### config.mk
export PLATFORM = sky130hd
export DESIGN_NAME = seq_compare_ctrl
export DESIGN_NICKNAME = d
export VERILOG_FILES = /design/src/rtl/seq_compare_ctrl_pkg.sv /design/src/rtl/seq_compare_ctrl_cmp2_slice.sv /design/src/rtl/seq_compare_ctrl.sv
export SDC_FILE = /design/constraint.sdc
export NUM_CORES = 1
export LEC_CHECK = 0
export CORE_UTILIZATION = 60
export CTS_BUF_LIST = sky130_fd_sc_hd__clkbuf_8
export CTS_CLUSTER_DIAMETER = 120
export DETAILED_ROUTE_END_ITERATION = 7
export DONT_BUFFER_PORTS = 1
export PLACE_DENSITY = 0.73
export SLEW_MARGIN = 25
export SYNTH_ARGS = -nofsm -noshare
export SYNTH_HDL_FRONTEND = slang
export SYNTH_HIERARCHICAL = 1
export SYNTH_SLANG_ARGS = --single-unit
### constraint.sdc
create_clock -name clk -period 7.2 [get_ports clk]
set_input_delay 1.44 -clock clk [delete_from_list [all_inputs] [get_ports clk]]
set_output_delay 1.44 -clock clk [all_outputs]
set_load 0.02 [all_outputs]
### src/rtl/seq_compare_ctrl_pkg.sv
// rtl/seq_compare_ctrl_pkg.sv - shared FSM encoding and index-width helper for seq_compare_ctrl
package seq_compare_ctrl_pkg;

  typedef enum logic [1:0] {
    ST_IDLE = 2'd0,
    ST_RUN  = 2'd1,
    ST_DONE = 2'd2
  } state_t;

  // Counter width for n steps; never narrower than one bit so N=1 still has an idx register.
  function automatic int idx_width(input int n);
    int w;
    w = 1;
    while ((1 << w) < n) w++;
    return w;
  endfunction

endpackage

### src/rtl/seq_compare_ctrl_cmp2_slice.sv
// rtl/seq_compare_ctrl_cmp2_slice.sv - combinational 2-bit unsigned magnitude compare slice
module cmp2_slice (
  input  logic a1,
  input  logic a0,
  input  logic b1,
  input  logic b0,
  output logic lt,
  output logic gt,
  output logic eq
);

  logic [1:0] va;
  logic [1:0] vb;

  assign va = {a1, a0};
  assign vb = {b1, b0};
  assign lt = (va < vb);
  assign gt = (va > vb);
  assign eq = (va == vb);

endmodule

### src/rtl/seq_compare_ctrl.sv
// rtl/seq_compare_ctrl.sv - multi-cycle WIDTH-bit comparator walking 2-bit pairs MSB first
// Optional macro CMP_EARLY_EXIT_EN: finish as soon as the first differing pair is found.
module seq_compare_ctrl
  import seq_compare_ctrl_pkg::*;
#(
  parameter int WIDTH = 8
) (
  input  logic             clk,
  input  logic             rst_n,
  input  logic             start,
  input  logic [WIDTH-1:0] a,
  input  logic [WIDTH-1:0] b,
  output logic             busy,
  output logic             done,
  output logic             lt,
  output logic             gt,
  output logic             eq
);

  localparam int N  = WIDTH / 2;
  localparam int IW = idx_width(N);

  state_t           state_q, state_d;
  logic [WIDTH-1:0] a_q, a_d;
  logic [WIDTH-1:0] b_q, b_d;
  logic [IW-1:0]    idx_q, idx_d;
  logic             decided_q, decided_d;
  logic             dlt_q, dlt_d;
  logic             dgt_q, dgt_d;
  logic             lt_q, lt_d;
  logic             gt_q, gt_d;
  logic             eq_q, eq_d;

  logic [1:0] pa, pb;
  logic       s_lt, s_gt, s_eq;
  logic       accept;
  logic       last_step;

  always_comb begin
    pa = '0;
    pb = '0;
    for (int i = 0; i < N; i++) begin
      if (idx_q == IW'(i)) begin
        pa = a_q[2*i +: 2];
        pb = b_q[2*i +: 2];
      end
    end
  end

  cmp2_slice u_slice (
    .a1 (pa[1]),
    .a0 (pa[0]),
    .b1 (pb[1]),
    .b0 (pb[0]),
    .lt (s_lt),
    .gt (s_gt),
    .eq (s_eq)
  );

  always_comb begin
    state_d   = state_q;
    a_d       = a_q;
    b_d       = b_q;
    idx_d     = idx_q;
    decided_d = decided_q;
    dlt_d     = dlt_q;
    dgt_d     = dgt_q;
    lt_d      = lt_q;
    gt_d      = gt_q;
    eq_d      = eq_q;
    accept    = 1'b0;
    last_step = 1'b0;

    case (state_q)
      ST_IDLE: accept = start;
      ST_RUN: begin
        // Only the first differing pair counts; lower pairs cannot change the verdict.
        if (!decided_q && !s_eq) begin
          decided_d = 1'b1;
          dlt_d     = s_lt;
          dgt_d     = s_gt;
        end
        last_step = (idx_q == '0);
`ifdef CMP_EARLY_EXIT_EN
        if (!decided_q && !s_eq) last_step = 1'b1;
`endif
        if (last_step) begin
          state_d = ST_DONE;
          lt_d    = dlt_d;
          gt_d    = dgt_d;
          eq_d    = !decided_d;
        end else begin
          idx_d = idx_q - IW'(1);
        end
      end
      ST_DONE: begin
        accept = start;
        if (!start) state_d = ST_IDLE;
      end
      default: state_d = ST_IDLE;
    endcase

    if (accept) begin
      state_d   = ST_RUN;
      a_d       = a;
      b_d       = b;
      idx_d     = IW'(N - 1);
      decided_d = 1'b0;
      dlt_d     = 1'b0;
      dgt_d     = 1'b0;
      lt_d      = 1'b0;
      gt_d      = 1'b0;
      eq_d      = 1'b0;
    end
  end

  always_ff @(posedge clk or negedge rst_n) begin
    if (!rst_n) begin
      state_q   <= ST_IDLE;
      a_q       <= '0;
      b_q       <= '0;
      idx_q     <= '0;
      decided_q <= 1'b0;
      dlt_q     <= 1'b0;
      dgt_q     <= 1'b0;
      lt_q      <= 1'b0;
      gt_q      <= 1'b0;
      eq_q      <= 1'b0;
    end else begin
      state_q   <= state_d;
      a_q       <= a_d;
      b_q       <= b_d;
      idx_q     <= idx_d;
      decided_q <= decided_d;
      dlt_q     <= dlt_d;
      dgt_q     <= dgt_d;
      lt_q      <= lt_d;
      gt_q      <= gt_d;
      eq_q      <= eq_d;
    end
  end

  assign busy = (state_q == ST_RUN);
  assign done = (state_q == ST_DONE);
  assign lt   = lt_q;
  assign gt   = gt_q;
  assign eq   = eq_q;

endmodule

Word level (Yosys, flattened, before mapping)
Cells that the tools add are included.
- output and inout port bits: 5
- word-level logic and storage cells: 70
- register bits: 26
- equality and inequality tests: 10
- $add $sub $neg: 1
- multiplexer cells: 35
- reductions and logical operators: 12
- magnitude comparators: 2
- operators with widths (cell ; count):
    $mux W2 ; 14
    $mux W1 ; 20
    $eq A2 B2 Y1 const B ; 3
    $pmux W2 S3 ; 1
    $eq A2 B1 Y1 const B ; 2
    $logic_not A2 Y1 ; 2
    $ne A2 B2 Y1 const B ; 2
    $reduce_and A2 Y1 ; 2
    $reduce_bool A2 Y1 ; 2
    $logic_not A1 Y1 ; 3
    $ne A3 B1 Y1 const B ; 1
    $ne A3 B2 Y1 const B ; 1
    $reduce_and A3 Y1 ; 1
    $eq A2 B2 Y1 ; 1
    $gt A2 B2 Y1 ; 1
    $lt A2 B2 Y1 ; 1
    $reduce_or A2 Y1 ; 1
    $sub A2 B1 Y2 const B ; 1
    $logic_and A1 B1 Y1 ; 1

Logic depth before layout (Yosys ltp)
Gate-level depths: netlist of the first run.
- word-level depth: 14
- gate-level depth with buffers: 11
- mapped depth without buffers: 11

Cells and area by module
Netlist of the first run, hierarchy kept.
- modules (own cells, without submodules) (module ; seq. area each (um^2) ; area an instance (um^2) ; cells each ; instances):
    seq_compare_ctrl ; 650.6 ; 1262.5 ; 135 ; 1
    cmp2_slice ; 0.0 ; 62.6 ; 9 ; 1

Worst setup path before layout of the first run
Ideal clock, no wire load.
- path kind: register to register
- start point: register idx_q[0]
- end point: register dlt_q
- stages on the path, launching flop included: 12
- arrival: 2291 ps
- setup time: 122 ps
- slack: 4787 ps
- required time: 7078 ps
- buffers on the path: 0
- cell sequence: dfrtp_1 inv_1 ha_1 nor2b_1 a221oi_1 o31ai_1 inv_1 ha_1 and2_4 nor4b_4 mux2i_1 nor2_1
- longest elaborated chain between the ends: 11
- ends and longest elaborated chain (item ; line ; RTL):
    start: declaration ; seq_compare_ctrl.sv:26 ; logic [IW-1:0] idx_q, idx_d;
    start signal: assignment ; seq_compare_ctrl.sv:133 ; idx_q <= idx_d;
    $logic_not A2 Y1 ; seq_compare_ctrl.sv:43 ; if (idx_q == IW'(i)) begin
    $mux W2 (3 in a row) ; seq_compare_ctrl.sv:43 ;
    $mux W2 * ; seq_compare_ctrl.sv:43 ;
    named net pb[1] ; seq_compare_ctrl.sv:34 ; logic [1:0] pa, pb;
    $eq A2 B2 Y1 * ; seq_compare_ctrl_cmp2_slice.sv:19 ; assign eq = (va == vb);
    named net s_eq ; seq_compare_ctrl.sv:35 ; logic s_lt, s_gt, s_eq;
    $logic_not A1 Y1 * ; seq_compare_ctrl.sv:78 ; if (!decided_q && !s_eq) begin
    $logic_and A1 B1 Y1 * ; seq_compare_ctrl.sv:78 ;
    $mux W1 * ; seq_compare_ctrl.sv:78 ;
    $mux W1 * ; seq_compare_ctrl.sv:74 ; case (state_q)
    $mux W1 * ; seq_compare_ctrl.sv:103 ; if (accept) begin
    end signal: assignment ; seq_compare_ctrl.sv:135 ; dlt_q <= dlt_d;
    end: declaration ; seq_compare_ctrl.sv:28 ; logic dlt_q, dlt_d;
Mark *: on every way through the listed nets, which the timed path passes. The rest lies on a longest branch. The select of a mux whose other input is x is not followed.
A chain may end at the register's enable or synchronous reset.

Worst setup path after layout of the first run
Ends and elaborated chain as after synthesis.

==> results by group, run 1 <==
Status
  – Status: finished, final reports clean

Critical path
  – Worst r2r path cells: 11
  – CP arrival: 2.87 ns
  – CP Cell Sequence: inv_1 > ha_1 > nor2b_1 > a221oi_1 > o31ai_1 > inv_1 > ha_1 > and2_4 > nor4b_4 > mux2i_1 > nor2_1
  – CP delay by family, top: simple AND/OR/NAND/NOR gates
  – Max stage delay on crit path: 0.41 ns
  – Crit path required time: 7.34 ns
  – WS Path Type: flop to flop
  – Setup slack, reg-to-reg: 4.48 ns
  – Reg-to-reg startpoint: idx_q[0]$_DFFE_PN0P_
  – Crit-path max FO: 5
  – Startpoint Class: flop
  – Critical path buffer and inverter count: 2
  – Critical path's slowest cell: dfrtp_1
  – Crit. End Element: flop
  – R2R Path End: dlt_q$_DFFE_PN0P_

Min path
  – Min-Delay Path Depth: 2
  – Hold_sp: a_q[2]$_DFFE_PN0P_
  – HP Class: flop to flop
  – Hold Path Sink: a_q[2]$_DFFE_PN0P_

Detailed routing
  – Via Count: 939
  – Routed length per instance: 13.6 microns
  – Initial DRC Count: 9
  – 1st-pass router iterations: 2
  – Final WL: 2.31 mm
  – Remaining DRCs: 0
  – Drt via density: 5.52
  – Routed Antenna Nets: 0

Logic synthesis
  – Most common cell in the netlist: nand2_1
  – Yosys warnings: 6
  – Mapped Cells: 144
  – Number of synthesized flops with an enable pin: 0
  – Primary FF master, synth: dfrtp_1
  – Flops & latches, synth: 26
  – Leading area contributor after synthesis: dfrtp_1
  – Synth Cell Area: 1330 sq um
  – Mapped Nets: 170
  – Register area share after synthesis: 49.1%
  – Synth top cells by count: nand2_1, dfrtp_1, ha_1, inv_1
  – Synth unique cells: 29
  – Asr flop ratio synth: 100%
  – Synth top area share: 49.1%
  – Syn_area_per_cell: 9.20 sq um
  – Area contributors post-synth: dfrtp_1, nand2_1, ha_1, nor2b_1, mux2i_1

GRT
  – Initial antenna violation count: 0
  – Global Route Usage Sum: 23.3%
  – Total gr overflow: 0
  – Global-route wire length before repair: 4.16 mm
  – Pin count of the biggest net entering global routing: 27
  – Number of global-route vias before repair: 926

STA
  – Clock skew: 0.00499 ns
  – Min cycle time layout: 2.72 ns
  – Hold_ws: 0.494 ns
  – Worst-Margin Slew: 0.763 ns
  – Crit share post-route: 37.8%
  – Final WS setup: 4.48 ns
  – Final hold violations: 0
  – Final setup violation count: 0
  – Fmax: 0.367 GHz
  – Max-slew violations: 0
  – Slew margin rel.: 49.2%
  – Setup TNS: 0 ns
  – RSZ-0062 raised after global routing: no

Layout
  – Area grow syn2layout: 6.14%
  – Layout cells sized above 1: 7.69%
  – Fin util: 69.6%
  – Final #Nets: 170
  – Ant diodes: 0

Floorplanning
  – Die height: 49.0 microns
  – Starting Density: 65.5%
  – IO Count: 24
  – Core footprint: 2020 sq um
  – # rows: 16
  – Die width: 49.0 microns
  – Die area: 2400 sq um

Power
  – P per Cell Area: 540 nW/um^2
  – Peak VDD IR: 0.000309 V
  – Leakage: 0.000702 uW

Job
  – Max Cap Viol: 0

Clock network
  – Clock Path Buffers: 2
  – Clock sink total: 26
  – CTS clk-pin slew, worst paths: 0.09 ns
  – Clk Tree Root Cell: clkbuf_8
  – Number of setup buffers added after CTS: 0
  – CTS resizes: 0
  – Clk Latency, worst-skew pair: 0.28 ns
  – Cts bufs inserted: 3
  – CTS tree: done
  – H-tree Lvls: 1
  – Hold_buf cts: 0

Placement
  – Post-Place Setup Slack: 4.50 ns
  – GPL Wtd Cong: 0.787
  – HPWL Detailed: 1.66 mm
  – Port bufs: 0
## logic make-up after synthesis
group                    synth area share, %
buffers and inverters                   3.78
AND/OR/NAND/NOR                         27.0
multiplexers                            2.27
adder cells (fa/ha/maj)                 6.61
AO/OA/AOI/OAI                           10.0
flip-flops                              49.1
XOR/XNOR                                1.23
## metal layers
metal / vias up / part of all wire (%) / global-route usage [%]
li1: 466 / - / -
met3: 5 / 5.2 / 8.41
met4: 0 / 1.6 / 10.3
met1: 448 / 48 / 31.1
met5: - / 0 / 0
met2: 20 / 45 / 34.3
## final cells by class
class / instances / area, sq um
sequential: 26 / 651
multi-input combinational: 106 / 624
fill: 159 / 616
clock buffer: 3 / 41.3
tap: 27 / 33.8
clock inverter: 1 / 30.0
inverter: 7 / 26.3
## state kept, by name (all words and copies together) (netlist names)
signal	cells
state_q	2
gt	1
idx_q	2
dgt_q	1
decided_q	1
dlt_q	1
eq	1
lt	1
a_q	8
b_q	8
## worst min-delay path: stages (launching register included)
cell	delay [ns]
dfrtp_1	0.35
nand2_1	0.05
nand2_1	0.06
## worst max path at each step
stage	startpoint	endpoint	slack, ns	depth (start not counted)
after global routing	idx_q[0]$_DFFE_PN0P_	lt$_DFFE_PN0P_	4.26	11
final	idx_q[0]$_DFFE_PN0P_	dlt_q$_DFFE_PN0P_	4.48	11
after global placement	idx_q[0]$_DFFE_PN0P_	dlt_q$_DFFE_PN0P_	4.67	11
after detailed placement	idx_q[0]$_DFFE_PN0P_	dlt_q$_DFFE_PN0P_	4.50	11
after floorplan	idx_q[0]$_DFFE_PN0P_	dlt_q$_DFFE_PN0P_	4.79	11
after CTS	idx_q[0]$_DFFE_PN0P_	dlt_q$_DFFE_PN0P_	4.49	11
## cells in the final DEF (no fill, tap or decap)
cell,n
or3_1,1
nor2b_1,5
ha_1,7
o21ai_0,3
dfrtp_1,26
and2_4,1
mux2i_1,3
o211ai_2,1
and2_1,2
clkbuf_8,3
and2b_1,1
bufinv_16,1
nand2b_1,2
and2b_4,1
a21oi_2,1
o31ai_1,3
or3b_4,1
nor2_1,3
a21oi_1,5
a221oi_1,3
nand3b_1,1
nor4b_4,1
inv_1,7
a22o_1,1
a311oi_1,1
xnor2_2,1
nand2_1,56
o21ai_1,1
nand3_1,1
## per-stage QoR
step,power (uW),cells,instance area (sq um)
after CTS,764,170,1410
after floorplan,573,144,1330
after global placement,625,166,1340
final,759,170,1410
after detailed placement,641,166,1340
after global routing,832,170,1410
## where the power goes
group          internal, uW  total, uW  switching [uW]
clock                  74.5        120            45.8
combinational           168        371             203
sequential              212        268            56.0
total                   454        759             305
No activity file was read; power rests on OpenSTA's default activity.
==> run 2: changes to the inputs <==
--- a/config.mk
+++ b/config.mk
@@ -5,7 +5,7 @@
 export SDC_FILE = /design/constraint.sdc
 export NUM_CORES = 1
 export LEC_CHECK = 0
-export CORE_UTILIZATION = 60
+export CORE_UTILIZATION = 58
 export CTS_BUF_LIST = sky130_fd_sc_hd__clkbuf_8
 export CTS_CLUSTER_DIAMETER = 120
 export DETAILED_ROUTE_END_ITERATION = 7
==> constraint.sdc (replaced) <==
create_clock -name clk -period 2.5 [get_ports clk]
set_input_delay 0.5 -clock clk [delete_from_list [all_inputs] [get_ports clk]]
set_output_delay 0.5 -clock clk [all_outputs]
set_load 0.02 [all_outputs]
==> run 2 against run 1 <==
Design area is 9.8% higher. Clock-buffer cell count increased by 1. Combinational power grew to 3.5 times the previous value. Via count increased by 7.0%. Global-route usage is 0.21 points lower. Routed wire length up 13%. Sequential cell count stayed put. Sequential share of layout area fell by 4.1 points. Clock power increased by 120%. Worst setup slack got worse by 4.4 ns. Critical path type unchanged. Highest routed layer unchanged.
==> results by group, run 2 (synthesis gave the netlist of run 1 again) <==
Layout
  – Final #Nets: 179
  – Ant diodes: 0
  – Final std cells w/o fill: 179
  – Finished layout cell area: 1540 sq um
  – Top Registers: a_q (8), b_q (8)
  – Commonest non-fill, non-tap cell in the layout: nand2_1
  – Commonest cells after routing, fill and taps aside: nand2_1, dfrtp_1, buf_4, a21oi_1, inv_1
  – Area grow syn2layout: 16.5%
  – Layout cells sized above 1: 21.1%

Clock network
  – Clk Tree Root Cell: clkbuf_8
  – Clock sink total: 26
  – Clk Latency, worst-skew pair: 0.27 ns
  – Cts bufs inserted: 3
  – Clock Path Buffers: 2
  – CTS tree: done
  – H-tree Lvls: 1
  – CTS clk-pin slew, worst paths: 0.09 ns

Min path
  – HP Class: input port to asynchronous set/reset pin

Power
  – Psw: 991 uW
  – P per Cell Area: 1530 nW/um^2
  – Seq pwr share: 33.4%
  – Net Sw Frac: 41.9%
  – Leakage: 0.000751 uW
  – Clock Power Share: 11.3%
  – Peak VDD IR: 0.000894 V
  – Internal power: 1370 uW
  – Logic gate share of total power: 55.3%

GRT
  – Pin count of the biggest net entering global routing: 27
  – Number of global-route vias before repair: 1020
  – Initial antenna violation count: 0
  – Global-route wire length before repair: 4.27 mm
  – Global Route Usage Sum: 23.1%
  – Total gr overflow: 0

Floorplanning
  – Die width: 49.8 microns
  – Die area: 2480 sq um
  – Core footprint: 2060 sq um
  – IO Count: 24
  – # rows: 16
  – Starting Density: 64.3%
  – Die height: 49.8 microns

Placement
  – HPWL Detailed: 1.67 mm
  – Port bufs: 0
  – Dpl cell area: 1360 sq um
  – GPL Wtd Cong: 0.821
  – Dpl cells: 169

Critical path
  – Crit path required time: 2.63 ns
  – Max stage delay on crit path: 0.44 ns
  – Crit. End Element: flop
  – Crit-path max FO: 4
  – Critical path's slowest cell: dfrtp_1
  – WS Path Type: flop to flop
  – Crit path top cell by count: ha_4
  – CP Cell Sequence: inv_2 > ha_4 > nor2b_4 > buf_4 > a221oi_2 > o31ai_2 > ha_4 > and2_4 > nor4b_4 > mux2i_1 > nor2_1
  – Startpoint Class: flop
  – CP arrival: 2.56 ns

STA
  – Max-slew violations: 0
  – Min cycle time layout: 2.43 ns
  – Fmax: 0.412 GHz
  – Crit share post-route: 97.0%
  – Slew margin rel.: 49.4%
  – Final hold violations: 0
  – Clock skew: 0.00941 ns
  – Worst-Margin Slew: 0.759 ns
  – Final setup violation count: 0

Detailed routing
  – Initial DRC Count: 26
  – Final WL: 2.61 mm
  – Routed length per instance: 14.6 microns
  – Via Count: 1005
  – Routed Antenna Nets: 0
  – 1st-pass router iterations: 4
  – Drt via density: 5.61
  – Remaining DRCs: 0

Job
  – Max Cap Viol: 0

Status
  – Status: finished, final reports clean
-- run 2: changes by cell type in the layout (fill, tap and decap cells not counted), moves of 2 or more --
cell      previous run  this run
a221oi_1             3         0
ha_4                 0         3
a221oi_2             0         3
buf_4                0         8
inv_1                7         5
inv_2                0         2
ha_1                 7         3
-- run 2: layer usage --
metal	track usage [%]	part of all wire (%)	up-vias
li1	-	-	482
met1	27.2	43	491
met2	40.5	52	26
met3	5.86	3.6	6
met4	8.10	1.5	0
met5	0	0	-
-- run 2: power by group through the flow --
stage               Sequential [uW]  Combinational, uW  Clock, uW
finish                          791               1310        267
global route                    810               1450        286
CTS                             769               1130        271
detailed placement              776               1090          0
global placement                771               1050          0
floorplan                       733                918          0
-- run 2: path summary, 6_finish.rpt --
path                                 startpoint                  to  slack (ns)  cells past startpoint
max                        idx_q[0]$_DFFE_PN0P_   dlt_q$_DFFE_PN0P_        0.07                     11
min                                       rst_n  a_q[1]$_DFFE_PN0P_        0.03                      1
max reg2reg                idx_q[0]$_DFFE_PN0P_   dlt_q$_DFFE_PN0P_        0.07                     11
min reg2reg                  a_q[5]$_DFFE_PN0P_  a_q[5]$_DFFE_PN0P_        0.50                      2
max in group asynchronous                 rst_n  a_q[7]$_DFFE_PN0P_        2.32                      1
min in group clk                           b[1]  b_q[1]$_DFFE_PN0P_        0.33                      2
-- run 2: worst max-delay path: cells and delay by family, from the launching register on --
| family | cells | cell delay (ns) |
|---|---|---|
| AO/OA/AOI/OAI | 2 | 0.34 |
| adder cells (fa/ha/maj) | 2 | 0.39 |
| buffers and inverters | 2 | 0.25 |
| flip-flops | 1 | 0.44 |
| multiplexers | 1 | 0.21 |
| AND/OR/NAND/NOR | 4 | 0.65 |
-- run 2: what timing repair did --
action,CTS,global route
hold buffers,1,0
gates resized for setup,1,15
buffers inserted,1,4
pin swaps,1,4
endpoints found under the setup margin,4,5
endpoints found under the hold margin,26,0
-- run 2: stage by stage --
stage / total power (uW) / setup TNS (ns) / utilization (%) / setup WS (ns) / hold WS, ns
final: 2360 / 0 / 74.9 / 0.0748 / 0.0318
after detailed placement: 1860 / -0.0301 / 65.8 / -0.0301 / 0.205
after floorplan: 1650 / 0 / - / 0.0872 / 0.204
after global routing: 2550 / -0.0206 / 74.9 / -0.0184 / 0.0299
after global placement: 1820 / 0 / 65.8 / 0.113 / 0.205
after CTS: 2170 / 0 / 70.0 / 0.00750 / 0.0310
-- run 2: area by class of cell --
class,instances,area (sq um)
Clock buffer,4,55.1
Fill cell,149,518
Inverter,7,26.3
Multi-Input combinational cell,106,698
Sequential cell,26,651
Tap cell,27,33.8
Timing Repair Buffer,9,80.1
==> run 3: changes to the inputs <==
--- a/config.mk
+++ b/config.mk
@@ -10,7 +10,8 @@
 export CTS_CLUSTER_DIAMETER = 120
 export DETAILED_ROUTE_END_ITERATION = 7
 export DONT_BUFFER_PORTS = 1
-export PLACE_DENSITY = 0.73
+export HOLD_SLACK_MARGIN = 0.03
+export PLACE_DENSITY_LB_ADDON = 0.15
 export SLEW_MARGIN = 25
 export SYNTH_ARGS = -nofsm -noshare
 export SYNTH_HDL_FRONTEND = slang
==> run 3 against run 2 <==
First-iteration DRC count is 46% lower. Die area did not move. Clock power is essentially flat. Register-to-register slack better by 0.05 ns. Routed wire length fell by 8.1%. Combinational power shrank 8%. Worst setup slack better by 0.047 ns. Critical endpoint is now lt$_DFFE_PN0P_. Largest cell class unchanged. Largest power group unchanged. Highest routed layer unchanged.
==> results by group, run 3 (synthesis gave the netlist of run 1 again) <==
STA
  – Crit share post-route: 95.1%
  – Final setup violation count: 0
  – Clock skew: 0.0103 ns
  – Worst-Margin Slew: 0.738 ns
  – Fmax: 0.421 GHz
  – Setup TNS: 0 ns
  – Max-slew violations: 0
  – Final hold violations: 0
  – Slew margin rel.: 50.8%
  – Min cycle time layout: 2.38 ns
  – Final WS setup: 0.122 ns

Job
  – Max Cap Viol: 0

Layout
  – Final std cells w/o fill: 176
  – Area grow syn2layout: 12.7%
  – Fillers: 144
  – Commonest non-fill, non-tap cell in the layout: nand2_1
  – Top Registers: a_q (8), b_q (8)
  – Ant diodes: 0
  – Layout cells sized above 1: 16.1%
  – Commonest cells after routing, fill and taps aside: nand2_1, dfrtp_1, inv_1, a21oi_1
  – Final #Nets: 176

Critical path
  – Crit-path max FO: 5
  – R2R Path End: lt$_DFFE_PN0P_
  – Startpoint Class: flop
  – Reg-to-reg startpoint: idx_q[0]$_DFFE_PN0P_
  – Crit. End Element: flop
  – Worst r2r path cells: 11
  – Setup slack, reg-to-reg: 0.12 ns
  – CP arrival: 2.50 ns
  – Crit path required time: 2.63 ns
  – WS Path Type: flop to flop

Min path
  – Hold_sp: b[2]
  – HP Class: input port to flop
  – Min-Delay Path Depth: 2
  – Hold Path Sink: b_q[2]$_DFFE_PN0P_

Floorplanning
  – Die area: 2480 sq um
  – # rows: 16
  – Die height: 49.8 microns
  – Core footprint: 2060 sq um
  – Starting Density: 64.3%
  – IO Count: 24
  – Die width: 49.8 microns

Status
  – Status: finished, final reports clean

Clock network
  – CTS tree: done
  – Clk Tree Root Cell: clkbuf_8
  – Clk Latency, worst-skew pair: 0.27 ns
  – CTS clk-pin slew, worst paths: 0.09 ns
  – Clock sink total: 26
  – H-tree Lvls: 1
  – Cts bufs inserted: 3
  – Clock Path Buffers: 2

GRT
  – Number of global-route vias before repair: 961
  – Global Route Usage Sum: 22.9%
  – Pin count of the biggest net entering global routing: 27
  – Total gr overflow: 0
  – Global-route wire length before repair: 4.20 mm
  – Initial antenna violation count: 0

Detailed routing
  – Final WL: 2.40 mm
  – Routed length per instance: 13.6 microns
  – Routed Antenna Nets: 0
  – Via Count: 977
  – Remaining DRCs: 0
  – Initial DRC Count: 14
  – 1st-pass router iterations: 4
  – Drt via density: 5.55

Placement
  – Dpl cells: 169
  – Post-Place Setup Slack: 0.0256 ns
  – GPL Wtd Cong: 0.811
  – Port bufs: 0
  – HPWL Detailed: 1.66 mm

Power
  – Leakage: 0.000733 uW
  – P per Cell Area: 1500 nW/um^2
  – Peak VDD IR: 0.000798 V
==> run 3: how the worst max path moves through the flow <==
| stage | slack, ns | to | startpoint |
|---|---|---|---|
| global route | -0.07 | dlt_q$_DFFE_PN0P_ | idx_q[0]$_DFFE_PN0P_ |
| detailed placement | 0.03 | dlt_q$_DFFE_PN0P_ | idx_q[1]$_DFFE_PN0P_ |
| finish | 0.12 | lt$_DFFE_PN0P_ | idx_q[0]$_DFFE_PN0P_ |
| floorplan | 0.09 | dlt_q$_DFFE_PN0P_ | idx_q[0]$_DFFE_PN0P_ |
| CTS | 0.01 | dlt_q$_DFFE_PN0P_ | idx_q[1]$_DFFE_PN0P_ |
| global placement | 0.11 | lt$_DFFE_PN0P_ | idx_q[1]$_DFFE_PN0P_ |
==> run 3: area by class of cell <==
cell class              instances  area, sq um  area share (%)
clock buffers                   4         55.1            3.69
inverters                       7         26.3            1.76
multi-input cells             106          667            44.7
flip-flops and latches         26          651            43.6
well taps                      27         33.8            2.26
repair buffers                  6         60.1            4.02
==> run 3: per-layer routing <==
layer	up-vias	GRT usage (%)	part of all wire (%)
met1	477	28.3	46
met5	-	0	0
met3	4	5.86	3.9
met4	0	8.57	1.0
li1	476	-	-
met2	20	38.3	49
==> run 3: power breakdown <==
part           total, uW  internal [uW]  switching (uW)  leakage [uW]
combinational       1200            557             640      0.000380
clock                266            141             125     0.0000288
sequential           777            611             165      0.000324
total               2240           1310             931      0.000733
==> run 3: repair_timing <==
action | in CTS | in global routing
gates resized for setup | 0 | 9
buffers inserted | 0 | 1
endpoints found under the hold margin | 26 | 8
setup endpoints to repair | 0 | 5
hold buffers | 1 | 1
==> run 3: stage by stage <==
step                      total power (uW)  util (%)  hold WS, ns  cell area [sq um]
after CTS                             2150      69.5       0.0318               1430
after detailed placement              1860      65.8        0.205               1360
after global routing                  2470      72.4        0.325               1490
after global placement                1820      65.8        0.205               1360
final                                 2240      72.4        0.328               1490
after floorplan                       1650         -        0.204               1330
==> run 3: worst max-delay path: stages, from the launching register on <==
cell	delay, ns
dfrtp_1	0.42
ha_1	0.26
buf_4	0.17
a21oi_1	0.11
o21ai_0	0.09
a22o_1	0.18
inv_1	0.06
ha_1	0.22
and2_4	0.18
nor2_1	0.22
mux2i_1	0.22
a311oi_1	0.10
